## src/rtl/debug_run_ctrl.sv

```systemverilog
// Debug run-control sequencer: halts/drains the pipeline, single-steps, flushes,
// and owns the debug PC that fetch is redirected to on resume.
module debug_run_ctrl #(
    parameter logic [31:0] RESET_PC      = 32'h0000_0008,
    parameter int          FLUSH_CYCLES  = 5,
    parameter int          DRAIN_TIMEOUT = 15
) (
    input  logic        clk,
    input  logic        reset,
    input  logic        haltreq,
    input  logic        resumereq,
    input  logic        step_en,
    input  logic        flushreq,
    input  logic        stall,
    input  logic        retire_valid,
    input  logic [31:0] retire_next_pc,
    input  logic        pipe_empty,
    input  logic        dpc_wr_en,
    input  logic [31:0] dpc_wr_data,
    output logic        halt_active,
    output logic        reset_stages,
    output logic        redirect_valid,
    output logic [31:0] redirect_pc,
    output logic        halted,
    output logic        resumeack,
    output logic [31:0] dpc,
    output logic [2:0]  cause
);

    typedef enum logic [2:0] {
        RUN,
        DRAIN,
        HALTED,
        STEP_ISSUE,
        STEP_WAIT,
        FLUSH
    } state_t;

    localparam int MAX_COUNT = (FLUSH_CYCLES > DRAIN_TIMEOUT) ? FLUSH_CYCLES : DRAIN_TIMEOUT;
    localparam int CW        = $clog2(MAX_COUNT + 1);

    localparam logic [CW-1:0] DRAIN_LOAD = CW'(DRAIN_TIMEOUT);
    localparam logic [CW-1:0] FLUSH_LOAD = CW'(FLUSH_CYCLES);
    localparam logic [CW-1:0] COUNT_ONE  = CW'(1);

    localparam logic [2:0] CAUSE_NONE    = 3'd0;
    localparam logic [2:0] CAUSE_HALTREQ = 3'd3;
    localparam logic [2:0] CAUSE_STEP    = 3'd4;
    localparam logic [2:0] CAUSE_TIMEOUT = 3'd5;

    state_t        state;
    state_t        state_next;
    logic [CW-1:0] count;
    logic [CW-1:0] count_next;
    logic          timeout_flush;
    logic          timeout_flush_next;
    logic          step_retired;
    logic          step_retired_next;
    logic [31:0]   dpc_next;
    logic [2:0]    cause_next;
    logic          accept;

    logic          halt_active_next;
    logic          reset_stages_next;
    logic          halted_next;
    logic          resumeack_next;

    always_ff @(posedge clk) begin
        if (reset) begin
            state          <= RUN;
            count          <= '0;
            timeout_flush  <= 1'b0;
            step_retired   <= 1'b0;
            dpc            <= RESET_PC;
            cause          <= CAUSE_NONE;
            halt_active    <= 1'b0;
            reset_stages   <= 1'b0;
            halted         <= 1'b0;
            resumeack      <= 1'b0;
            redirect_valid <= 1'b0;
        end else begin
            state          <= state_next;
            count          <= count_next;
            timeout_flush  <= timeout_flush_next;
            step_retired   <= step_retired_next;
            dpc            <= dpc_next;
            cause          <= cause_next;
            halt_active    <= halt_active_next;
            reset_stages   <= reset_stages_next;
            halted         <= halted_next;
            resumeack      <= resumeack_next;
            redirect_valid <= resumeack_next;
        end
    end

    // The shared down-counter exits DRAIN/FLUSH on the cycle it holds 1, so a load of N gives N cycles.
    always_comb begin
        state_next         = state;
        count_next         = count;
        timeout_flush_next = timeout_flush;
        step_retired_next  = step_retired;
        dpc_next           = dpc;
        cause_next         = cause;
        accept             = 1'b0;

        if (flushreq) begin
            state_next         = FLUSH;
            count_next         = FLUSH_LOAD;
            timeout_flush_next = 1'b0;
        end else begin
            case (state)
                RUN: begin
                    if (retire_valid) dpc_next = retire_next_pc;
                    if (haltreq) begin
                        state_next = DRAIN;
                        count_next = DRAIN_LOAD;
                    end
                end
                DRAIN: begin
                    if (retire_valid) dpc_next = retire_next_pc;
                    if (pipe_empty) begin
                        state_next = HALTED;
                        cause_next = CAUSE_HALTREQ;
                    end else if (count == COUNT_ONE) begin
                        state_next         = FLUSH;
                        count_next         = FLUSH_LOAD;
                        timeout_flush_next = 1'b1;
                    end else begin
                        count_next = count - COUNT_ONE;
                    end
                end
                HALTED: begin
                    if (dpc_wr_en) dpc_next = dpc_wr_data;
                    if (resumereq && !haltreq) begin
                        accept            = 1'b1;
                        cause_next        = CAUSE_NONE;
                        step_retired_next = 1'b0;
                        state_next        = step_en ? STEP_ISSUE : RUN;
                    end
                end
                STEP_ISSUE: begin
                    if (retire_valid) begin
                        dpc_next          = retire_next_pc;
                        step_retired_next = 1'b1;
                    end
                    if (!stall) state_next = STEP_WAIT;
                end
                STEP_WAIT: begin
                    if (retire_valid) begin
                        dpc_next          = retire_next_pc;
                        step_retired_next = 1'b1;
                    end
                    if (pipe_empty && (step_retired || retire_valid)) begin
                        state_next = HALTED;
                        cause_next = CAUSE_STEP;
                    end
                end
                FLUSH: begin
                    if (count == COUNT_ONE) begin
                        if (haltreq) begin
                            state_next = HALTED;
                            cause_next = timeout_flush ? CAUSE_TIMEOUT : CAUSE_HALTREQ;
                        end else begin
                            state_next = RUN;
                            cause_next = CAUSE_NONE;
                        end
                    end else begin
                        count_next = count - COUNT_ONE;
                    end
                end
                default: begin
                    state_next = RUN;
                end
            endcase
        end

        if (state_next == FLUSH) dpc_next = RESET_PC;
    end

    always_comb begin
        halt_active_next  = (state_next == DRAIN) || (state_next == HALTED) ||
                            (state_next == STEP_WAIT) || (state_next == FLUSH);
        reset_stages_next = (state_next == FLUSH);
        halted_next       = (state_next == HALTED);
        resumeack_next    = accept;
    end

    assign redirect_pc = dpc;

endmodule

```

## config.mk

```make
export PLATFORM = sky130hd
export DESIGN_NAME = debug_run_ctrl
export DESIGN_NICKNAME = d
export VERILOG_FILES = /design/src/rtl/debug_run_ctrl.sv
export SDC_FILE = /design/constraint.sdc
export NUM_CORES = 1
export LEC_CHECK = 0
export CAP_MARGIN = 20
export CORE_MARGIN = 1
export CORE_UTILIZATION = 44
export CTS_CLUSTER_SIZE = 12
export DETAILED_ROUTE_END_ITERATION = 6
export PLACE_DENSITY_LB_ADDON = 0.1
export SLEW_MARGIN = 5
export SYNTH_ARGS = -nofsm -noshare
export SYNTH_HDL_FRONTEND = slang
export SYNTH_SLANG_ARGS = --single-unit
export TNS_END_PERCENT = 1
```

## constraint.sdc

```tcl
create_clock -name clk -period 3 [get_ports clk]
set_clock_uncertainty 0.05 [all_clocks]
set_input_delay 0.9 -clock clk [delete_from_list [all_inputs] [get_ports clk]]
set_output_delay 0.9 -clock clk [all_outputs]
set_load 0.01 [all_outputs]
```

==> metrics.txt <==
layout cell share with drive strength beyond 1 roughly 16%; Syn Nets around 380; async set-reset flop share out of synthesis 0%; GRT Overall Usage 21.2%; Filler cells between 500 and 600; maximum vdd ir drop roughly 0.28 mV; Setup WS pre-CTS ~120 ps; # port buffers roughly 150; vias per inst ~5.2; status finished, final reports clean; hold_buf cts 0; post-synthesis compound-gate area fraction around a quarter; Critical Path Sink Type flop; CTS max path bufs 2; Worst setup SP type input pin; root buf cell clkbuf_8; CP max FO 23; Req. time, crit path 3160 ps; area delta synth->final 50.4%; post-synth top area cell dfxtp_1; hold slack between 400 and 500 ps; Final Max Tran Viols 0; Initial DRT Pass Iterations 5; Iteration-0 DRC Markers 80; setup TNS 0 ps; Final Setup Violations 0; Chip Width a little over 80 um; Avg Inst Size Synth 9.56 um2; critical path class input pin to flop; PwrDens between 300 and 400 nW/um2; Cell Area, Placed 4260 um2; sequential area share after synthesis about a third; post-synthesis mux area share 12.1%; post-CTS resize count 0; fmax slightly below 400 MHz; clk sink count 48; CTS Buf Count 5; fin crit share a little under nine tenths; DR vias 2581; vias in the first global route between 2000 and 3000; Synth Warn # 0; Initial Utilization between 40% and 50%; initial antenna violation count 0; Leak Pwr roughly 1.7 nW; largest cells by area after synthesis dfxtp_1, a211oi_2, mux2i_1; Final WS setup roughly 450 ps; Rel. slew slack about 55%; main combinational cell family by area after synthesis compound AO/OA/AOI/OAI gates; Primary FF master, synth dfxtp_1; worst-skew pair later-pin latency 300 ps; final net count 494; Synth Area in Simple Gates 15.4%; largest net degree at the start of global routing 24; I/O pin count around 150; final core utilization approximately 70%; DIE AREA 6910 um2; Tmin final roughly 2600 ps; routed wire length 7.23 mm; Finished Cell Area 4360 um2; Post-CTS Setup Bufs 0; DRC viols 0; commonest non-fill, non-tap cell in the layout clkdlybuf4s50_1; RSZ-0062 raised after global routing no; Yosys cell types 48; top-area cell type share of the netlist area ~33%; first-pass GRT wire length between 10 and 15 mm; Seq cells post-synth 48; Clock Pin Slew Worst Setup and Hold Paths ~90 ps; max cap viols 0; ANT nets after route 0; number of flops mapped to enable cells by yosys 0; H-tree levels 2; most frequent cells in the layout clkdlybuf4s50_1, dfxtp_1, nor2_1; Netlist Area Pre-Place about 2900 um2; worst slew pin tran ~670 ps; endpoints failing hold 0; post-synthesis xor/xnor area fraction 0%; Ant. Diodes 0; row count 29; height of the die slightly above 80 um; area of the core ~6300 um2; TritonCTS clock tree done; Mapped Cells about 300; worst min-delay path class flop to flop; DP HPWL between 5 and 6 mm; Routed WL per cell between 10 and 15 um; Congestion Overflow GR 0; adder-cell area share of the yosys netlist 0.864%; CP arrival between 2000 and 3000 ps; routability congestion estimate between 0.8 and 0.9
==> through the flow <==
| step | total power, mW | std cells |
|---|---|---|
| 2_1_floorplan | 1.07 | 303 |
| 3_3_place_gp | 1.32 | 488 |
| 3_5_place_dp | 1.33 | 488 |
| 4_1_cts | 1.74 | 496 |
| 5_1_grt | 1.81 | 496 |
| 6_report | 1.72 | 496 |
==> power breakdown <==
part	leakage (nW)	switching (mW)	internal, mW
Clock	0.0516	0.223	0.189
Sequential	0.392	0.0422	0.679
Combinational	1.27	0.260	0.329
==> layer usage <==
metal	routed length [um]	global-route usage [%]	part of all wire [%]
met3	480	5.17	6.6
met5	0	0	0
met2	3550	36.3	49
met1	3100	26.2	43
met4	94	6.74	1.3
==> cells in the mapped netlist (2+ instances only) <==
library cell / instances
nand2b_1: 9
ha_1: 2
mux2i_1: 34
buf_2: 5
dfxtp_1: 48
a21oi_1: 7
nand2_1: 10
o21ai_0: 5
inv_1: 6
a221o_1: 3
a21o_1: 4
a211o_1: 2
nand3b_1: 2
nor2b_1: 5
nor2_1: 40
buf_4: 34
clkbuf_1: 9
buf_1: 2
a211oi_1: 5
buf_6: 3
nor3_1: 8
and3_1: 3
nand3_1: 2
nor3b_1: 2
a211oi_2: 30
==> registers in the layout, summed over array words and instances (netlist names), 3 cells and up <==
signal	flops
state	3
dpc	32
cause	3
count	4
==> worst max-delay path, stage by stage <==
cell and delay (ps):
clkdlybuf4s50_1 510, nand4b_1 120, a211oi_1 130, a2111oi_4 570, o21bai_4 120, buf_12 190, a211oi_1 170
==> area by class of cell <==
type	count	area, um2	area share, %
inverter	6	22.5	0.517
clock buffer	6	82.6	1.89
multi-input combinational	196	1570	36.1
sequential	48	961	22.0
tap	77	96.3	2.21
timing repair buffer	161	1610	36.9
clock inverter	2	13.8	0.316
==> final timing paths <==
| path | slack [ps] | depth (start not counted) | to | from |
|---|---|---|---|---|
| max | 450 | 7 | dpc[21] | haltreq |
| min | 400 | 2 | cause[2] | cause[2] |
| max reg2reg | 710 | 5 | count[2] | state[1] |
| min reg2reg | 400 | 2 | cause[2] | cause[2] |
==> logic make-up after synthesis <==
kind of cell	count (synthesis)
adders and majority gates	2
and+or+nand+nor	89
AOI/OAI and AO/OA	70
buffers and inverters	59
muxes	35
DFF	48
No activity file was read; power rests on OpenSTA's default activity.
